File: config.mk
export PLATFORM = sky130hd
export DESIGN_NAME = player_move_ctrl
export DESIGN_NICKNAME = d
export VERILOG_FILES = /design/src/rtl/player_move_ctrl.sv
export SDC_FILE = /design/constraint.sdc
export NUM_CORES = 1
export LEC_CHECK = 0
export BUFFER_PORTS_ARGS = -buffer_cell sky130_fd_sc_hd__buf_4
export CORE_AREA = 5 5 102 80
export CTS_BUF_LIST = sky130_fd_sc_hd__clkbuf_8 sky130_fd_sc_hd__clkbuf_16
export DETAILED_ROUTE_END_ITERATION = 8
export DIE_AREA = 0 0 107 85
export PLACE_DENSITY = 0.8
export SYNTH_ARGS = -nofsm -noshare
export SYNTH_HDL_FRONTEND = slang
export SYNTH_SLANG_ARGS = --single-unit
File: constraint.sdc
create_clock -name CLOCK_50 -period 6.4 [get_ports CLOCK_50]
set_clock_uncertainty 0.2 [all_clocks]
set_input_delay 0.64 -clock CLOCK_50 [delete_from_list [all_inputs] [get_ports CLOCK_50]]
set_output_delay 0.64 -clock CLOCK_50 [all_outputs]
set_load 0.01 [all_outputs]
File: src/rtl/player_move_ctrl.sv
// Player sprite sequencer: erases, moves and redraws a SIZE x SIZE square on each movement tick.
// Optional build macro PLAYER_WRAP_EN: when defined, positions wrap at the screen bounds instead of clamping.
module player_move_ctrl #(
  parameter int         TICK_DIV  = 1000000,
  parameter int         SIZE      = 4,
  parameter int         X_MAX     = 159,
  parameter int         Y_MAX     = 119,
  parameter int         X_INIT    = 76,
  parameter int         Y_INIT    = 56,
  parameter logic [2:0] FG_COLOUR = 3'b111,
  parameter logic [2:0] BG_COLOUR = 3'b000
) (
  input  logic       CLOCK_50,
  input  logic       reset,
  input  logic [9:0] SW,
  output logic [7:0] vga_x,
  output logic [6:0] vga_y,
  output logic [2:0] vga_colour,
  output logic       vga_plot,
  output logic [7:0] playerx,
  output logic [6:0] playery,
  output logic       busy
);

  localparam int          CW        = $clog2(TICK_DIV);
  localparam logic [CW-1:0] TICK_LAST = CW'(TICK_DIV - 1);
  localparam logic [7:0]  X_LIM     = 8'(X_MAX - SIZE + 1);
  localparam logic [6:0]  Y_LIM     = 7'(Y_MAX - SIZE + 1);
  localparam logic [2:0]  OFF_LAST  = 3'(SIZE - 1);

`ifdef PLAYER_WRAP_EN
  localparam logic [7:0] X_PAST_HI = 8'd0;
  localparam logic [7:0] X_PAST_LO = X_LIM;
  localparam logic [6:0] Y_PAST_HI = 7'd0;
  localparam logic [6:0] Y_PAST_LO = Y_LIM;
`else
  localparam logic [7:0] X_PAST_HI = X_LIM;
  localparam logic [7:0] X_PAST_LO = 8'd0;
  localparam logic [6:0] Y_PAST_HI = Y_LIM;
  localparam logic [6:0] Y_PAST_LO = 7'd0;
`endif

  typedef enum logic [2:0] {
    INIT,
    IDLE,
    ERASE,
    UPDATE,
    DRAW
  } state_t;

  state_t        state, state_n;
  logic [CW-1:0] tick_cnt;
  logic          tick;
  logic          pending;
  logic          clear_pending;
  logic          latch_dir;
  logic          apply_move;
  logic          step_right, step_left, step_down, step_up;
  logic          want_right, want_left, want_down, want_up, want_move;
  logic [2:0]    ox, oy, ox_n, oy_n;
  logic          scan_last;
  logic          plot_n;
  logic [2:0]    colour_n;
  logic [7:0]    base_x, new_x, x_n;
  logic [6:0]    base_y, new_y, y_n;
  logic          unused_sw;

  assign unused_sw  = ^SW[5:0];
  assign tick       = (tick_cnt == TICK_LAST);
  assign want_right = SW[9] & ~SW[8];
  assign want_left  = SW[8] & ~SW[9];
  assign want_down  = SW[7] & ~SW[6];
  assign want_up    = SW[6] & ~SW[7];
  assign want_move  = want_right | want_left | want_down | want_up;
  assign scan_last  = (ox == OFF_LAST) && (oy == OFF_LAST);
  assign busy       = (state != IDLE);

  // Bounded step using the direction latched when the move was accepted
  always_comb begin
    new_x = playerx;
    if (step_right) begin
      if (playerx >= X_LIM) new_x = X_PAST_HI;
      else                  new_x = playerx + 8'd1;
    end else if (step_left) begin
      if (playerx == 8'd0)  new_x = X_PAST_LO;
      else                  new_x = playerx - 8'd1;
    end

    new_y = playery;
    if (step_down) begin
      if (playery >= Y_LIM) new_y = Y_PAST_HI;
      else                  new_y = playery + 7'd1;
    end else if (step_up) begin
      if (playery == 7'd0)  new_y = Y_PAST_LO;
      else                  new_y = playery - 7'd1;
    end
  end

  // Next state plus the pixel to present on the registered VGA bus next cycle
  always_comb begin
    state_n       = state;
    ox_n          = ox;
    oy_n          = oy;
    plot_n        = 1'b0;
    colour_n      = 3'b000;
    base_x        = playerx;
    base_y        = playery;
    clear_pending = 1'b0;
    latch_dir     = 1'b0;
    apply_move    = 1'b0;

    case (state)
      INIT: begin
        // Nothing is on the bus yet in the first INIT cycle, so that cycle loads pixel 0
        if (!vga_plot) begin
          plot_n   = 1'b1;
          colour_n = FG_COLOUR;
          ox_n     = 3'd0;
          oy_n     = 3'd0;
        end else if (scan_last) begin
          state_n = IDLE;
        end else begin
          plot_n   = 1'b1;
          colour_n = FG_COLOUR;
          if (ox == OFF_LAST) begin
            ox_n = 3'd0;
            oy_n = oy + 3'd1;
          end else begin
            ox_n = ox + 3'd1;
          end
        end
      end

      IDLE: begin
        if (pending) begin
          clear_pending = 1'b1;
          if (want_move) begin
            latch_dir = 1'b1;
            state_n   = ERASE;
            plot_n    = 1'b1;
            colour_n  = BG_COLOUR;
            ox_n      = 3'd0;
            oy_n      = 3'd0;
          end
        end
      end

      ERASE: begin
        if (scan_last) begin
          state_n = UPDATE;
        end else begin
          plot_n   = 1'b1;
          colour_n = BG_COLOUR;
          if (ox == OFF_LAST) begin
            ox_n = 3'd0;
            oy_n = oy + 3'd1;
          end else begin
            ox_n = ox + 3'd1;
          end
        end
      end

      UPDATE: begin
        // The first DRAW pixel must already use the position being written this cycle
        apply_move = 1'b1;
        state_n    = DRAW;
        plot_n     = 1'b1;
        colour_n   = FG_COLOUR;
        ox_n       = 3'd0;
        oy_n       = 3'd0;
        base_x     = new_x;
        base_y     = new_y;
      end

      DRAW: begin
        if (scan_last) begin
          state_n = IDLE;
        end else begin
          plot_n   = 1'b1;
          colour_n = FG_COLOUR;
          if (ox == OFF_LAST) begin
            ox_n = 3'd0;
            oy_n = oy + 3'd1;
          end else begin
            ox_n = ox + 3'd1;
          end
        end
      end

      default: state_n = INIT;
    endcase

    x_n = plot_n ? (base_x + {5'd0, ox_n}) : 8'd0;
    y_n = plot_n ? (base_y + {4'd0, oy_n}) : 7'd0;
  end

  always_ff @(posedge CLOCK_50 or posedge reset) begin
    if (reset) begin
      state      <= INIT;
      tick_cnt   <= '0;
      pending    <= 1'b0;
      step_right <= 1'b0;
      step_left  <= 1'b0;
      step_down  <= 1'b0;
      step_up    <= 1'b0;
      ox         <= 3'd0;
      oy         <= 3'd0;
      playerx    <= 8'(X_INIT);
      playery    <= 7'(Y_INIT);
      vga_x      <= 8'd0;
      vga_y      <= 7'd0;
      vga_colour <= 3'b000;
      vga_plot   <= 1'b0;
    end else begin
      state    <= state_n;
      tick_cnt <= tick ? '0 : tick_cnt + CW'(1);
      // A tick in the decision cycle is a fresh request and survives the clear
      pending  <= tick | (pending & ~clear_pending);
      if (latch_dir) begin
        step_right <= want_right;
        step_left  <= want_left;
        step_down  <= want_down;
        step_up    <= want_up;
      end
      if (apply_move) begin
        playerx <= new_x;
        playery <= new_y;
      end
      ox         <= ox_n;
      oy         <= oy_n;
      vga_x      <= x_n;
      vga_y      <= y_n;
      vga_colour <= colour_n;
      vga_plot   <= plot_n;
    end
  end

endmodule

==> out/results.ini <==
[detailed_routing]
routed_wl_um=9030
ant_nets=0
route.detailed.drc=0
initialDrtViolationCount=217
num_vias=3345
vias_per_cell=6.01
routedWlPerCell_um=16.2
first_pass_iters=5

[sta]
whs_ns=0.253
period_share=0.582
fin_tns_setup_ns=0
slew_viol_final=0
slew-limit-headroom=0.352
fin_ws_ns=2.68
grt_setup_unrepaired=false
worstMarginPinSlew_ns=0.969
hold_violations=0
period_minus_slack_ns=3.72
finalSetupViolCount=0
timing.fmax_mhz=269

[clocking]
cts_sinks=66
clk_latency_ns=0.34
cts_buffers=9
ctsLongestPathBuffers=2
root_buffer=clkbuf_8
ctsHoldBuffers=0
h-tree-depth=3
clk_pin_slew_worst_paths_ns=0.07
postCtsSetupBuffers=0
cts_tree=done
cts_resized=0

[synth]
avgSynthCellArea_sq_um=9.38
synth-seq-cells=66
netlist_area_sq_um=4080
synthTopCellsByArea=dfrtp_1, ha_1, nor2_1
seq_area_frac_synth=0.406
yosysUniqueCellTypes=75
yosys_most_used_dff=dfrtp_1
synth.yosys.warnings=0
synthArstFlopShare=1.00
netlist_instances=435
synth_fp_nets=466
synth_edf_count=0
synth_top_area_frac=0.368
yosysTopAreaCell=dfrtp_1

[floorplan]
start_util=0.575
num_rows=27
dieHeight_um=85
die_area_sq_um=9100
die_x_um=107
core_sq_um=7090
ioPinCount=47

[power_and_ir_drop]
intPower_uw=638
cellPowerDensity_nw_per_um2=187
clock_power_share=0.398
combPwrFrac=0.081
swShare=0.249
seqPwrFrac=0.521
p_leak_uw=0.00203
vdd_drop_max_uv=122
p_total_uw=850
p_sw_uw=212

[global_route]
gr-total-overflow=0
grt_max_degree=67
grt_pass1_vias=3160
gr-usage-all-layers=0.205
antenna_found_initial=0
grt_pass1_wl_um=15000

[placed_design]
dp_slack_ns=2.67
place_area_sq_um=4360
port_buffers=40
post-dp-hpwl_um=6420
globalplace.congestion=0.893

[setup_path]
worstRegToRegCells=11
crit_arrival_ns=3.77
crit_path_frequent_cell=a21oi_1
path_cells=inv_1 -> ha_1 -> or4b_4 -> o31a_2 -> a221oi_1 -> a21oi_1 -> ha_1 -> a21o_1 -> a21oi_1 -> or4_1 -> a21oi_1
worstSetupEndpointType=flop
required_ns=6.45
crit_buf_inv=1
max_stage_delay_ns=0.51
r2r_setup_slack_ns=2.68
criticalPathCategory=flop to flop
crit_path_start=playery[0]
timing.rr.end=vga_y[5]
cpLargestDelayFamily=compound AO/OA/AOI/OAI gates
cp_slowest_cell=or4b_4
cp_max_fo=6
start_kind=flop
rr_startpoint=playery[0]

[hold_path]
hold_path.class=flop to flop
hold_path_end=tick_cnt[0]
whs_path_depth=1
hold_start=tick_cnt[0]

[flow_run]
drv_cap=0

[layout]
fillCellCount=578
final_area_sq_um=4550
nets=496
drive_gt1_frac=0.170
n_antenna_cell=0
synthToLayoutAreaGrowth_pct=11.5

[run_status]
status=finished clean

==> worst max-delay path by stage <==
stage          cells past startpoint  slack [ns]  endpoint
2_1_floorplan                     11        3.13  vga_y[5]
3_3_place_gp                      13        2.73  vga_x[7]
3_5_place_dp                      15        2.67  vga_x[6]
4_1_cts                           11        2.71  vga_y[5]
5_1_grt                           11        2.48  vga_y[5]
6_report                          11        2.68  vga_y[5]
==> routing by layer <==
metal | GRT usage | wire length, um | up-vias
met5 | 0 | 0 | -
met4 | 0.0627 | 61 | 0
met3 | 0.0738 | 649 | 9
met2 | 0.307 | 4170 | 108
met1 | 0.278 | 4150 | 1592
li1 | - | - | 1636
==> power groups by stage <==
stage               sequential (uW)  clock [uW]  combinational, uW
floorplan                       441           0               54.8
global placement                449           0               66.7
detailed placement              450           0               68.7
CTS                             442         346               69.1
global route                    444         371               77.3
finish                          443         338               68.6
==> synth_stat cells (3+ instances only) <==
library cell and count:
dfrtp_1 60, nor2_1 44, nand2_1 35, a21oi_1 26
inv_1 21, o21ai_0 19, ha_1 17, nand3_1 15
xor2_1 13, xnor2_1 11, clkbuf_1 9, nand2b_1 9
nand4_1 9, a21o_1 8, nor3_1 8, and2_1 7
buf_6 6, dfstp_2 6, o21a_1 6, a221o_1 5
mux2i_1 5, nand3b_1 5, o31ai_1 5, and3_1 4
mux2_2 4, o22ai_1 4, a22o_1 3, buf_2 3
nor2b_1 3, nor4_1 3, or2_2 3
==> through the flow <==
| step | utilization | std cells |
|---|---|---|
| floorplan | - | 435 |
| global placement | 0.615 | 541 |
| detailed placement | 0.615 | 541 |
| CTS | 0.641 | 557 |
| global route | 0.641 | 557 |
| finish | 0.641 | 557 |
==> sequential cells by signal (all words and copies together) (netlist names) <==
signal and cells:
ox 3, vga_colour 1, oy 3, step_left 1
tick_cnt 20, step_down 1, vga_y 7, step_right 1
state 3, playery 7, playerx 8, vga_plot 1
step_up 1, vga_x 8, pending 1
==> area by class of cell <==
type / count / area (sq um) / share of cell area
multi-input cells: 324 / 2190 / 0.482
repair buffers: 42 / 315 / 0.0693
clock inverters: 6 / 51.3 / 0.0113
well taps: 87 / 109 / 0.0239
flip-flops and latches: 66 / 1660 / 0.365
inverters: 22 / 82.6 / 0.0182
clock buffers: 10 / 138 / 0.0303
==> cells by family after synthesis <==
logic type,count (synthesis),synth area share
compound gates,106,0.183
xor+xnor,24,0.0515
fa+ha+maj,19,0.0619
buf+inv,45,0.0558
flops,66,0.406
mux,9,0.0233
simple gates,166,0.218
==> cell usage in the layout (no fill, tap or decap), types with 3 or more instances in the layout <==
| cell type | instances |
|---|---|
| a221o_1 | 5 |
| o21a_1 | 6 |
| inv_1 | 23 |
| o22ai_1 | 4 |
| nor3_1 | 8 |
| nand2_1 | 35 |
| nand3b_1 | 5 |
| nor2b_1 | 3 |
| o21ai_0 | 19 |
| a21oi_1 | 26 |
| nand4_1 | 9 |
| mux2_2 | 4 |
| o31ai_1 | 5 |
| a22o_1 | 3 |
| clkbuf_8 | 10 |
| xnor2_1 | 11 |
| buf_4 | 42 |
| a21o_1 | 8 |
| and2_1 | 7 |
| nor2_1 | 44 |
| mux2i_1 | 5 |
| dfstp_2 | 6 |
| ha_1 | 17 |
| nor4_1 | 3 |
| xor2_1 | 13 |
| dfrtp_1 | 60 |
| nand3_1 | 15 |
| or2_2 | 3 |
| nand2b_1 | 9 |
| and3_1 | 4 |
==> worst register-to-register path, delay by kind of cell (launching register included) <==
| kind | cells | cell delay [ns] |
|---|---|---|
| AOI/OAI and AO/OA | 6 | 1.35 |
| adders and majority gates | 2 | 0.57 |
| buffers and inverters | 1 | 0.17 |
| and+or+nand+nor | 2 | 0.94 |
| DFF | 1 | 0.43 |
Power figures use the tool's default switching activity.
